**src/rtl/wb_stage.sv**
```systemverilog
// Writeback stage: holds one instruction, selects the result by OutSel and drives the register-file write port. Optional retire counter under RETIRE_CNT_EN.
// Latency: a non-load writes 1 cycle after capture; a load writes 1 cycle after its mem_done cycle.
// Backpressure: in_ready is low while waiting on data memory and after HALT retires.
module wb_stage #(
    parameter int DW = 16,
    parameter int AW = 3
) (
    input  logic          clk,
    input  logic          rst_n,
    input  logic          in_valid,
    output logic          in_ready,
    input  logic          flush,
    input  logic [2:0]    OutSel,
    input  logic          IsLoad,
    input  logic          IsHalt,
    input  logic          RegWr,
    input  logic [AW-1:0] WrAddr,
    input  logic [DW-1:0] AluOut,
    input  logic [DW-1:0] BtrOut,
    input  logic [DW-1:0] Rs,
    input  logic [DW-1:0] Imm,
    input  logic [DW-1:0] PcPlus2,
    input  logic          mem_done,
    input  logic [DW-1:0] mem_rdata,
    output logic          RegWrEn,
    output logic [AW-1:0] RegWrAddr,
    output logic [DW-1:0] RegWrData,
    output logic          halted
`ifdef RETIRE_CNT_EN
    ,
    output logic [31:0]   retire_cnt
`endif
);

    typedef enum logic [1:0] {IDLE, MEMWAIT, WB} state_t;

    state_t        state, state_nxt;
    logic          capture;
    logic          cap_wr;
    logic [DW-1:0] cap_data;

    // Held instruction: pre-muxed result plus what the load completion still needs.
    logic          wr_ok_q;
    logic          halt_q;
    logic          sel_rd_q;
    logic [AW-1:0] addr_q;
    logic [DW-1:0] data_q;
    logic [DW-1:0] rdata_q;

    logic          unused_ok;
    assign unused_ok = ^{Rs[DW-1:8], Imm[DW-1:8]};

    assign in_ready = (state != MEMWAIT) && !halted;
    assign capture  = in_valid && in_ready && !flush;
    assign cap_wr   = RegWr && !IsHalt && (OutSel != 3'd7);
    assign RegWrEn  = (state == WB) && wr_ok_q;

    always_comb begin
        cap_data = '0;
        case (OutSel)
            3'd0: cap_data = BtrOut;
            3'd1: cap_data = DW'(1);
            3'd2: cap_data = AluOut;
            3'd3: cap_data = PcPlus2;
            3'd4: cap_data = Imm;
            3'd5: cap_data = DW'({Rs[7:0], Imm[7:0]});
            3'd6: cap_data = rdata_q;
            default: cap_data = '0;
        endcase
    end

    always_comb begin
        state_nxt = state;
        case (state)
            IDLE, WB: begin
                if (capture)
                    state_nxt = IsLoad ? MEMWAIT : WB;
                else
                    state_nxt = IDLE;
            end
            MEMWAIT: begin
                if (mem_done)
                    state_nxt = WB;
            end
            default: state_nxt = IDLE;
        endcase
    end

    always_ff @(posedge clk or negedge rst_n) begin
        if (!rst_n) begin
            state     <= IDLE;
            wr_ok_q   <= 1'b0;
            halt_q    <= 1'b0;
            sel_rd_q  <= 1'b0;
            addr_q    <= '0;
            data_q    <= '0;
            rdata_q   <= '0;
            RegWrAddr <= '0;
            RegWrData <= '0;
            halted    <= 1'b0;
        end else begin
            state <= state_nxt;
            if (capture) begin
                wr_ok_q  <= cap_wr;
                halt_q   <= IsHalt;
                sel_rd_q <= (OutSel == 3'd6);
                addr_q   <= WrAddr;
                data_q   <= cap_data;
                // Output registers only move for a real write so they hold otherwise.
                if (!IsLoad && cap_wr) begin
                    RegWrAddr <= WrAddr;
                    RegWrData <= cap_data;
                end
                if (!IsLoad && IsHalt)
                    halted <= 1'b1;
            end else if (state == MEMWAIT && mem_done) begin
                rdata_q <= mem_rdata;
                if (wr_ok_q) begin
                    RegWrAddr <= addr_q;
                    RegWrData <= sel_rd_q ? mem_rdata : data_q;
                end
                if (halt_q)
                    halted <= 1'b1;
            end
        end
    end

`ifdef RETIRE_CNT_EN
    // No WB cycle can follow a HALT retirement, so counting WB cycles freezes it.
    always_ff @(posedge clk or negedge rst_n) begin
        if (!rst_n)
            retire_cnt <= '0;
        else if (state == WB)
            retire_cnt <= retire_cnt + 32'd1;
    end
`endif

endmodule

```
**config.mk**
```make
export PLATFORM = sky130hd
export DESIGN_NAME = wb_stage
export DESIGN_NICKNAME = d
export VERILOG_FILES = /design/src/rtl/wb_stage.sv
export SDC_FILE = /design/constraint.sdc
export NUM_CORES = 1
export LEC_CHECK = 0
export BUFFER_PORTS_ARGS = -buffer_cell sky130_fd_sc_hd__buf_2
export CORE_MARGIN = 10
export CORE_UTILIZATION = 43
export CTS_CLUSTER_SIZE = 24
export DETAILED_ROUTE_END_ITERATION = 10
export PLACE_DENSITY = 0.82
export SLEW_MARGIN = 20
export SYNTH_ARGS = -nofsm -noshare
export SYNTH_HDL_FRONTEND = slang
export SYNTH_SLANG_ARGS = --single-unit
```
**constraint.sdc**
```tcl
create_clock -name clk -period 2.69 [get_ports clk]
set_input_delay 0.538 -clock clk [delete_from_list [all_inputs] [get_ports clk]]
set_output_delay 0.538 -clock clk [all_outputs]
set_load 0.01 [all_outputs]
```
==> parameters.txt, run 1 <==
Parameter                              Value

Synthesis
  Most common flop cell mapped by yosys ... sky130_fd_sc_hd__dfrtp_1
  Count of mapped cells out of synthesis ... 375
  Sequential cell area fraction in the yosys report ... 42.6%
  Net Count, Synth ... 485
  Cells taking the most area after synthesis ... sky130_fd_sc_hd__dfrtp_1 (43%), sky130_fd_sc_hd__mux2i_1 (8.8%), sky130_fd_sc_hd__nand2_1 (8.5%)
  Netlist area before placement ... approximately 3500 sq um
  Async set-reset flop share out of synthesis ... 100%
  Yosys Warn Count ... 0
  Yosys reg bits ... 60
  Area fraction of the dominant cell type after synthesis ... 42.6%
  Synthesized area divided by synthesized cell count ... 9.40 sq um
  Cell accounting for the most synthesized area ... sky130_fd_sc_hd__dfrtp_1
  Number of synthesized flops with an enable pin ... 0
  Count of different cell masters after synthesis ... 47

Clock tree
  Clk pin slew, worst setup/hold paths ... roughly 70 ps
  Number of buffers inserted by hold repair at cts ... 0
  TritonCTS clock tree ... built
  Clock tree buffer depth ... 2
  CTS H-Tree Depth ... 3
  CTS Root Cell ... sky130_fd_sc_hd__clkbuf_8
  Clock sinks ... 60
  Num CTS Buffers ... 9
  Clock insertion delay at the later pin of the skew report ... 350 ps
  PostCTS Resize Cnt ... 0
  Buffer count from post-CTS setup fixing ... 0

Worst setup path
  Cells traversed along the worst timing path ... nand2b_2 -> and4_4 -> a31o_1 -> mux2_4
  Arrival time reported for the critical path endpoint ... approximately 2400 ps
  R2r endpoint ... RegWrAddr[0]
  Sort of element at the start of the critical path ... flip-flop
  Path length in cells of the critical path ... 4
  CP Launch Point ... state[0]
  Crit path kind ... flip-flop to flip-flop
  R2r startpoint ... state[0]
  Buf/Inv on CP ... 0
  Slowest cell on crit path ... sky130_fd_sc_hd__a31o_1
  Critical path required time ... 2930 ps
  Worst Path Max Fanout ... 12
  CP peak stage delay ... 620 ps
  Family of cells with the greatest summed delay on the critical path ... compound AO/OA/AOI/OAI gates
  Number of cells on the worst reg-to-reg path ... 4
  Critical Path End Type ... flip-flop
  Flop2flop setup slack ... around 540 ps

STA
  Unrepaired setup endpoints after global routing ... false
  Achievable frequency ... 0.464 GHz
  Number of setup violations in the final report ... 0
  Slew HR ... 37.6%
  Layout Skew ... 8.88 ps
  Final worst path period share ... 80.1%
  Final hold violation count ... 0
  Accumulated negative setup slack ... 0 ps
  Count of final max-slew check failures ... 0
  Worst-margin pin slew ... ~940 ps
  Min Clock Period, post-route ... ~2200 ps
  Worst Slack Setup Final ... 537 ps

Run status
  Status ... finished clean

Job
  Maximum Capacitance Violations ... 0

Global routing
  Aggregate global-route resource usage ... 18.2%
  Initial antenna violation count ... 1
  Total congestion overflow ... 0
  Vias in the first global route ... 3632
  Wire length of the first global-routing pass ... ~18000 microns
  Maximum number of pins on one net before global-route repair ... 35

Final layout
  Growth of design area from synthesis to finish ... 24.2%
  Share of cells above drive strength 1 ... 35.0%
  Cell area after layout ... 4380 sq um
  Number of non-filler instances in the completed layout ... 595
  Net count of the finished layout ... 598
  Final-layout fill cell count ... 714

Placed design
  Cell Area, Placed ... 4180 sq um
  Global placer's final weighted congestion ... 0.860
  Number of buffers added on ports ... 123
  Setup slack after placement ... 364 ps
  Cell count after placement ... 579
  Sum of net half-perimeters after detailed placement ... 8790 microns

Power
  Worst vdd ir ... 0.425 mV
  Power density relative to cell area ... 850 nW/um^2
  Lkg Pwr ... 2.18 nW

Drt
  Routed wire length ... 11600 microns
  Routed via count divided by cell count ... ~5.8
  Routed len/inst ... 19.6 microns
  DRC violation count after routing ... 0
  Total via count in the routed design ... 3430
  Number of detailed-route iterations in the first pass ... 6
  Iteration-0 DRC count of the detailed router ... 235
  Remaining antenna violation count ... 0

Floorplan
  Y dimension of the die ... 111 microns
  Initial core utilization ... 44.9%
  Total Die Area ... 12200 sq um
  # IOs ... 132
  Floorplan die width ... 111 microns
  Site Rows ... 32
  Core area ... between 7000 and 8000 sq um

Min path
  Path category of the worst min-delay check ... input pin to asynchronous set/reset pin
synthesized netlist by cell type (2+ instances only):
cell type and number:
sky130_fd_sc_hd__a31oi_1 21, sky130_fd_sc_hd__nand3_1 12, sky130_fd_sc_hd__o21ai_0 8, sky130_fd_sc_hd__a32oi_1 6
sky130_fd_sc_hd__inv_2 2, sky130_fd_sc_hd__o21ai_1 6, sky130_fd_sc_hd__nand2b_1 3, sky130_fd_sc_hd__and3_1 2
sky130_fd_sc_hd__a21oi_1 13, sky130_fd_sc_hd__nand2_1 80, sky130_fd_sc_hd__nor2_1 5, sky130_fd_sc_hd__and3b_1 6
sky130_fd_sc_hd__mux2i_1 31, sky130_fd_sc_hd__nand3_2 2, sky130_fd_sc_hd__mux2_1 2, sky130_fd_sc_hd__nor2b_1 4
sky130_fd_sc_hd__a32o_1 4, sky130_fd_sc_hd__o21a_1 4, sky130_fd_sc_hd__buf_6 4, sky130_fd_sc_hd__o22ai_1 4
sky130_fd_sc_hd__buf_2 18, sky130_fd_sc_hd__mux2_4 3, sky130_fd_sc_hd__a221o_1 10, sky130_fd_sc_hd__clkbuf_1 7
sky130_fd_sc_hd__dfrtp_1 60, sky130_fd_sc_hd__nand3b_1 7, sky130_fd_sc_hd__a22oi_1 3, sky130_fd_sc_hd__inv_1 15
sky130_fd_sc_hd__and2_1 2, sky130_fd_sc_hd__mux2_2 12, sky130_fd_sc_hd__o2111ai_1 3
metal layers:
| metal | vias up | share of wire, % | global-route usage, % |
|---|---|---|---|
| li1 | 1568 | - | - |
| met4 | 0 | 2.5 | 8.03 |
| met1 | 1642 | 39 | 20.9 |
| met3 | 27 | 9.8 | 5.67 |
| met5 | - | 0 | 0 |
| met2 | 193 | 49 | 30.5 |
state kept, by name, summed over array words and instances (netlist names):
| register | count |
|---|---|
| RegWrData | 16 |
| data_q | 16 |
| rdata_q | 16 |
| RegWrAddr | 3 |
| addr_q | 3 |
| state | 2 |
| halt_q | 1 |
| halted | 1 |
| sel_rd_q | 1 |
| wr_ok_q | 1 |
cells by family after synthesis:
family	share of synthesized area, %
DFF	42.6
AOI/OAI and AO/OA	17.9
buffers and inverters	6.71
and+or+nand+nor	17.6
muxes	15.2
worst reg2reg max path: cells and delay by family (launching register included):
kind / cells / cell delay, ps
compound gates: 1 / 630
flops: 1 / 450
mux: 1 / 360
simple gates: 2 / 610
through the flow:
stage / power [mW] / utilization [%] / hold slack [ps]
final: 3.72 / 55.8 / 286
after global routing: 3.97 / 55.8 / 327
after CTS: 3.73 / 55.7 / 297
after detailed placement: 2.91 / 53.3 / 463
after global placement: 2.83 / 53.3 / 454
after floorplan: 2.42 / - / 242
cells in the final DEF (no fill, tap or decap), drive strengths merged, types with 7 or more instances in the layout:
cell type	Yosys	final
o21ai	14	14
buf	24	133
a21oi	13	13
a221o	10	10
inv	17	17
dfrtp	60	60
nand3b	7	7
nand2	80	80
mux2	17	17
clkbuf	7	11
mux2i	31	31
a31oi	22	22
nand3	14	14
area by class of cell:
cell class | count | area, sq um | share of cell area (%)
tap | 102 | 128 | 2.92
clock buffer | 11 | 141 | 3.23
sequential | 60 | 1500 | 34.3
antenna | 1 | 2.50 | 0.0572
timing repair buffer | 133 | 703 | 16.1
clock inverter | 4 | 50.0 | 1.14
multi-input combinational | 267 | 1790 | 40.8
inverter | 17 | 63.8 | 1.46
worst max-delay path by stage:
stage	slack, ps	end
2_1_floorplan	900	RegWrAddr[0]
3_3_place_gp	400	RegWrAddr[1]
3_5_place_dp	360	RegWrAddr[0]
4_1_cts	570	RegWrAddr[0]
5_1_grt	480	RegWrAddr[2]
6_report	540	RegWrAddr[0]
report_power, final:
group          switching, mW  total [mW]  internal [mW]  leakage, nW
Clock                  0.374       0.821          0.447       0.0914
Combinational          0.680        1.32          0.640         1.35
Sequential             0.270        1.58           1.31        0.734
No activity file was read; power rests on OpenSTA's default activity.
==> run 2: changes to the inputs <==
--- a/config.mk
+++ b/config.mk
@@ -5,6 +5,7 @@
 export SDC_FILE = /design/constraint.sdc
 export NUM_CORES = 1
 export LEC_CHECK = 0
+export ABC_AREA = 1
 export BUFFER_PORTS_ARGS = -buffer_cell sky130_fd_sc_hd__buf_2
 export CORE_MARGIN = 10
 export CORE_UTILIZATION = 43
==> constraint.sdc (replaced) <==
create_clock -name clk -period 2 [get_ports clk]
set_input_delay 0.4 -clock clk [delete_from_list [all_inputs] [get_ports clk]]
set_output_delay 0.4 -clock clk [all_outputs]
set_load 0.01 [all_outputs]
==> parameters.txt, run 2 <==
Parameter                              Value

Synthesis
  Net Count, Synth ... 652
  Area fraction in and, or, nand and nor cells after synthesis ... 39.3%
  Area fraction of the dominant cell type after synthesis ... 40.4%
  Cell accounting for the most synthesized area ... sky130_fd_sc_hd__dfrtp_1
  Count of different cell masters after synthesis ... 22
  XOR/XNOR Fraction of Synth Area ... 0%
  Cells taking the most area after synthesis ... sky130_fd_sc_hd__dfrtp_1 (40%), sky130_fd_sc_hd__nand2_1 (20%), sky130_fd_sc_hd__nand4_1 (8.2%)
  Dominant combinational cell family by area after synthesis ... simple AND/OR/NAND/NOR gates
  Most common flop cell mapped by yosys ... sky130_fd_sc_hd__dfrtp_1
  Yosys Warn Count ... 0
  Top-count cell post-synth ... sky130_fd_sc_hd__nand2_1
  Multiplexer share of the synthesized area ... 0%
  Async set-reset flop share out of synthesis ... 100%
  Yosys reg bits ... 60
  Fraction of the mapped netlist area in compound gates ... around a tenth
  Commonest cells in the netlist ... sky130_fd_sc_hd__nand2_1 (200), sky130_fd_sc_hd__dfrtp_1 (60), sky130_fd_sc_hd__nand4_1 (49)
  Number of synthesized flops with an enable pin ... 0
  Netlist area before placement ... between 3000 and 4000 sq um
  Sequential cell area fraction in the yosys report ... 40.4%
  Count of mapped cells out of synthesis ... around 540
  Adder and majority cell fraction of the synthesized area ... 0%
  Synthesized area divided by synthesized cell count ... 6.86 sq um

Drt
  DRC violation count after routing ... 0
  Routed wire length ... 12300 microns
  Routed via count divided by cell count ... between 5 and 6
  Number of detailed-route iterations in the first pass ... 5
  Total via count in the routed design ... 4112
  Remaining antenna violation count ... 0
  Iteration-0 DRC count of the detailed router ... 420
  Routed len/inst ... 16.1 microns

Run status
  Status ... finished clean

Worst setup path
  CP peak stage delay ... 440 ps
  Crit path kind ... flip-flop to flip-flop
  Cells traversed along the worst timing path ... nand2_1 -> nand2_1 -> nor2_2 -> buf_4 -> o21ai_1 -> nand2_1 -> nand2_1 -> nand2_1
  Path length in cells of the critical path ... 8
  Family of cells with the greatest summed delay on the critical path ... simple AND/OR/NAND/NOR gates
  Number of cells on the worst reg-to-reg path ... 8
  Sort of element at the start of the critical path ... flip-flop
  Critical path required time ... 2270 ps
  Buf/Inv on CP ... 1
  Arrival time reported for the critical path endpoint ... 1970 ps
  Worst Path Max Fanout ... 40
  Critical Path End Type ... flip-flop
  Slowest cell on crit path ... sky130_fd_sc_hd__dfrtp_1
  Dominant cell type by count on the critical path ... sky130_fd_sc_hd__nand2_1

Final layout
  Number of non-filler instances in the completed layout ... 765
  Most common cell after layout, fill and taps aside ... sky130_fd_sc_hd__nand2_1
  Net count of the finished layout ... 765
  Registers with the most flip-flops ... RegWrData (16), data_q (16), rdata_q (16)
  Share of cells above drive strength 1 ... a little over a quarter
  Growth of design area from synthesis to finish ... 22.8%
  Ant. Diodes ... 0
  Most frequent cells in the layout ... sky130_fd_sc_hd__nand2_1 (200), sky130_fd_sc_hd__buf_2 (123), sky130_fd_sc_hd__dfrtp_1 (60), sky130_fd_sc_hd__nand4_1 (49), sky130_fd_sc_hd__a21oi_1 (47)

Clock tree
  Clock sinks ... 60
  Clock insertion delay at the later pin of the skew report ... approximately 340 ps
  Number of buffers inserted by hold repair at cts ... 0
  CTS Root Cell ... sky130_fd_sc_hd__clkbuf_8
  Clock tree buffer depth ... 2
  Buffer count from post-CTS setup fixing ... 0
  CTS H-Tree Depth ... 3
  TritonCTS clock tree ... built
  Num CTS Buffers ... 9
  Clk pin slew, worst setup/hold paths ... 70 ps
  PostCTS Resize Cnt ... 0

STA
  Layout Skew ... 5.46 ps
  Accumulated negative setup slack ... 0 ps
  Min Clock Period, post-route ... 1700 ps
  Worst-margin pin slew ... 512 ps
  Achievable frequency ... 0.588 GHz
  Final worst path period share ... approximately 85%
  Count of final max-slew check failures ... 0
  Slew HR ... 65.9%
  Final hold violation count ... 0
  Number of setup violations in the final report ... 0
  Unrepaired setup endpoints after global routing ... false

Placed design
  Sum of net half-perimeters after detailed placement ... 9140 microns
  Cell count after placement ... between 700 and 800
  Global placer's final weighted congestion ... 0.877
  Number of buffers added on ports ... 123

Floorplan
  Floorplan die width ... between 100 and 150 microns
  Total Die Area ... 12800 sq um
  Y dimension of the die ... 113 microns
  # IOs ... 132
  Initial core utilization ... 44.8%
  Core area ... 8300 sq um
  Site Rows ... 33

Global routing
  Vias in the first global route ... ~4000
  Wire length of the first global-routing pass ... 19900 microns
  Aggregate global-route resource usage ... around 19%
  Maximum number of pins on one net before global-route repair ... between 60 and 70
  Initial antenna violation count ... 1
  Total congestion overflow ... 0

Power
  Lkg Pwr ... 2.65 nW
  Power density relative to cell area ... 598 nW/um^2
  Worst vdd ir ... 0.322 mV

Job
  Maximum Capacitance Violations ... 0

Min path
  Path category of the worst min-delay check ... input pin to asynchronous set/reset pin
## run 2: changes by cell type after synthesis, sizes merged, moves of 9 or more
cell,previous run,this run
a21oi,13,47
o21ai,14,23
nor2,5,39
mux2,17,0
nand3,14,35
a221o,10,0
nand4,1,49
a31oi,22,0
mux2i,31,0
inv,17,44
nand2,80,204
## run 2: cell families (layout without fill, tap and decap cells)
kind of cell	count (synthesis)	in the layout
AO/OA/AOI/OAI	71	71
AND/OR/NAND/NOR	328	328
buffers and inverters	83	201
flip-flops	60	60
## run 2: worst paths after layout
kind,startpoint,endpoint,slack [ps]
max in group asynchronous,rst_n,data_q[1],1680
setup / recovery,state[0],RegWrData[0],300
min in group clk,mem_done,state[0],270
hold reg to reg,addr_q[1],addr_q[1],480
hold / removal,rst_n,RegWrData[10],50
setup reg to reg,state[0],RegWrData[0],300
## run 2: metrics by stage
stage | hold slack [ps] | setup WS, ps | area (sq um) | utilization [%] | total power, mW
after detailed placement | 429 | 214 | 4380 | 52.8 | 1.74
after CTS | 68.6 | 331 | 4560 | 55.0 | 2.74
after global routing | 70.0 | 136 | 4560 | 55.0 | 2.86
final | 45.7 | 301 | 4560 | 55.0 | 2.73
after floorplan | 104 | 559 | 3720 | - | 1.53
after global placement | 425 | 266 | 4380 | 52.8 | 1.73
## run 2: routing by layer
layer / global-route usage (%) / part of all wire, % / up-vias
li1: - / - / 1988
met1: 24.4 / 45 / 1884
met2: 27.5 / 42 / 213
met3: 7.50 / 12 / 25
met4: 5.33 / 1.7 / 2
met5: 0 / 0.090 / -
## run 2: worst register-to-register path, cell delays in order (launching register included)
cell,delay (ps)
sky130_fd_sc_hd__dfrtp_1,440
sky130_fd_sc_hd__nand2_1,140
sky130_fd_sc_hd__nand2_1,80
sky130_fd_sc_hd__nor2_2,120
sky130_fd_sc_hd__buf_4,390
sky130_fd_sc_hd__o21ai_1,220
sky130_fd_sc_hd__nand2_1,130
sky130_fd_sc_hd__nand2_1,60
sky130_fd_sc_hd__nand2_1,50
## run 2: cell type report
class                      count  area, sq um
multi-input combinational    399         1820
fill                         838         3740
timing repair buffer         140          756
clock buffer                  15          176
clock inverter                 1         5.00
tap                          105          131
inverter                      45          174
sequential                    60         1500
## run 2: report_power, final
part	switching, mW	total, mW	internal [mW]
Sequential	0.0257	1.29	1.26
Combinational	0.264	0.437	0.173
Clock	0.451	1.00	0.551
==> run 3: changes to the inputs <==
--- a/config.mk
+++ b/config.mk
@@ -5,13 +5,13 @@
 export SDC_FILE = /design/constraint.sdc
 export NUM_CORES = 1
 export LEC_CHECK = 0
-export ABC_AREA = 1
+export ABC_AREA = 0
 export BUFFER_PORTS_ARGS = -buffer_cell sky130_fd_sc_hd__buf_2
 export CORE_MARGIN = 10
 export CORE_UTILIZATION = 43
 export CTS_CLUSTER_SIZE = 24
 export DETAILED_ROUTE_END_ITERATION = 10
-export PLACE_DENSITY = 0.82
+export PLACE_DENSITY = 0.85
 export SLEW_MARGIN = 20
 export SYNTH_ARGS = -nofsm -noshare
 export SYNTH_HDL_FRONTEND = slang
==> constraint.sdc (replaced) <==
create_clock -name clk -period 1.45 [get_ports clk]
set_input_delay 0.29 -clock clk [delete_from_list [all_inputs] [get_ports clk]]
set_output_delay 0.29 -clock clk [all_outputs]
set_load 0.01 [all_outputs]
==> parameters.txt, run 3 (same netlist as run 1, synthesis figures left out) <==
Parameter                              Value

Drt
  Routed len/inst ... 20.0 microns
  Remaining antenna violation count ... 0
  Routed wire length ... 12700 microns
  Iteration-0 DRC count of the detailed router ... around 250
  DRC violation count after routing ... 0
  Routed via count divided by cell count ... 5.77
  Number of detailed-route iterations in the first pass ... 5
  Total via count in the routed design ... 3661

Worst setup path
  CP peak stage delay ... 420 ps
  Slowest cell on crit path ... sky130_fd_sc_hd__dfrtp_1
  Crit path kind ... flip-flop to flip-flop
  Flop2flop setup slack ... -120 ps
  Critical Path End Type ... flip-flop
  Critical path required time ... approximately 1700 ps
  Family of cells with the greatest summed delay on the critical path ... buffers and inverters
  Sort of element at the start of the critical path ... flip-flop
  Cells traversed along the worst timing path ... nand3b_1 -> buf_6 -> nand2_4 -> buf_4 -> a31oi_4 -> buf_12 -> a32o_1
  Arrival time reported for the critical path endpoint ... 1810 ps
  Worst Path Max Fanout ... 9
  Buf/Inv on CP ... 3

Floorplan
  Y dimension of the die ... 111 microns
  Core area ... 7850 sq um
  Site Rows ... 32
  # IOs ... 132
  Total Die Area ... ~12000 sq um
  Initial core utilization ... between 40 and 50%
  Floorplan die width ... 111 microns

STA
  Slew HR ... between 70% and 80%
  Worst-margin pin slew ... 360 ps
  Unrepaired setup endpoints after global routing ... true
  Final hold violation count ... 0
  Number of setup violations in the final report ... 21
  Count of final max-slew check failures ... 0
  Final worst path period share ... 108%
  Worst Slack Setup Final ... -123 ps
  Layout Skew ... 11.3 ps
  Achievable frequency ... 0.636 GHz
  Min Clock Period, post-route ... approximately 1600 ps

Global routing
  Initial antenna violation count ... 0
  Wire length of the first global-routing pass ... around 20000 microns
  Maximum number of pins on one net before global-route repair ... 61
  Vias in the first global route ... 3914
  Total congestion overflow ... 0
  Aggregate global-route resource usage ... 20.0%

Power
  Clock network power share ... 22.7%
  Worst vdd ir ... 0.689 mV
  Cell internal pwr ... between 4 and 5 mW
  Lkg Pwr ... 2.44 nW
  Net switching power of the design ... 2.59 mW
  Relative contribution of sequential cells to total power ... between 30% and 40%
  Switching Share ... 34.8%
  Power density relative to cell area ... around 1500 nW/um^2
  Part of the total power dissipated in combinational logic ... between 30% and 40%

Final layout
  Share of cells above drive strength 1 ... a little over two fifths
  Ant. Diodes ... 0
  Most frequent cells in the layout ... sky130_fd_sc_hd__buf_2 (122), sky130_fd_sc_hd__nand2_1 (79), sky130_fd_sc_hd__dfrtp_1 (59), sky130_fd_sc_hd__buf_4 (35), sky130_fd_sc_hd__mux2i_1 (30)
  Registers with the most flip-flops ... RegWrData (16), data_q (16), rdata_q (16)
  Number of non-filler instances in the completed layout ... 635
  Net count of the finished layout ... 638
  Most common cell after layout, fill and taps aside ... sky130_fd_sc_hd__buf_2
  Growth of design area from synthesis to finish ... 38.5%

Clock tree
  Clock sinks ... 60
  Clock insertion delay at the later pin of the skew report ... 350 ps
  CTS H-Tree Depth ... 3
  Clock tree buffer depth ... 2
  Num CTS Buffers ... 9
  TritonCTS clock tree ... built
  CTS Root Cell ... sky130_fd_sc_hd__clkbuf_8
  Clk pin slew, worst setup/hold paths ... 70 ps

Placed design
  Number of buffers added on ports ... 123
  Sum of net half-perimeters after detailed placement ... 9550 microns
  Cell count after placement ... a little over 600
  Global placer's final weighted congestion ... 0.865
  Setup slack after placement ... -292 ps

Job
  Maximum Capacitance Violations ... 0

Run status
  Status ... finished with violations
  Failing checks ... setup timing

Min path
  Path category of the worst min-delay check ... input pin to flip-flop
==> run 3: cell types whose count changed in the layout (fill, tap and decap cells not counted), sizes merged, moves of 21 or more <==
cell,delta
nand2,-124
nand4,-48
a21oi,-34
nor2,-34
buf,+32
mux2i,+31
inv,-27
a31oi,+22
nand3,-21
==> run 3: final timing paths <==
check / start / end / cells after the start
min: mem_rdata[12] / rdata_q[12] / 3
max in group asynchronous: rst_n / state[0] / 3
max: state[1] / RegWrData[13] / 7
min in group asynchronous: rst_n / data_q[14] / 3
min reg2reg: rdata_q[0] / rdata_q[0] / 2
max reg2reg: state[1] / RegWrData[13] / 7
==> run 3: layer usage <==
metal  part of all wire [%]  wire length (microns)  GRT usage (%)
met1                     40                   5110           24.1
met4                    2.8                    351           8.72
met5                      0                      0              0
met3                    8.9                   1140           5.83
met2                     48                   6120           32.4
==> run 3: repair_timing <==
| item | in CTS | in global routing |
|---|---|---|
| hold buffers | 1 | 0 |
| endpoints found under the setup margin | 24 | 24 |
| gates cloned | 0 | 1 |
| buffers inserted | 4 | 2 |
| gates resized for setup | 17 | 17 |
| hold endpoints to repair | 60 | 0 |
| pin swaps | 5 | 3 |
==> run 3: power by group through the flow <==
stage          clock network, mW  registers (mW)  logic, mW
2_1_floorplan                  0            2.90       1.62
3_3_place_gp                   0            2.83       2.61
3_5_place_dp                   0            2.87       2.74
4_1_cts                     1.69            2.85       2.82
5_1_grt                     1.78            2.95       3.18
6_report                    1.69            2.86       2.88
==> run 3: through the flow <==
step	area, sq um	utilization [%]	power (mW)	setup TNS (ps)	hold WS (ps)
final	4880	62.2	7.43	-1910	160
after global routing	4880	62.2	7.90	-2750	176
after CTS	4800	61.1	7.36	-622	162
after detailed placement	4480	57.1	5.61	-6180	329
after global placement	4480	57.1	5.44	-4670	317
after floorplan	3550	-	4.52	-260	-5.59
==> run 3: final cells by class <==
| cell class | instances | area, sq um |
|---|---|---|
| Fill cell | 654 | 2970 |
| Clock buffer | 11 | 141 |
| Inverter | 17 | 63.8 |
| Clock inverter | 5 | 75.1 |
| Multi-Input combinational cell | 267 | 1880 |
| Sequential cell | 60 | 1500 |
| Tap cell | 102 | 128 |
| Timing Repair Buffer | 173 | 1090 |
==> run 3: worst register-to-register path: stages (launching register included) <==
cell and delay, ps:
sky130_fd_sc_hd__dfrtp_1 420, sky130_fd_sc_hd__nand3b_1 250, sky130_fd_sc_hd__buf_6 180, sky130_fd_sc_hd__nand2_4 60
sky130_fd_sc_hd__buf_4 110, sky130_fd_sc_hd__a31oi_4 90, sky130_fd_sc_hd__buf_12 150, sky130_fd_sc_hd__a32o_1 200
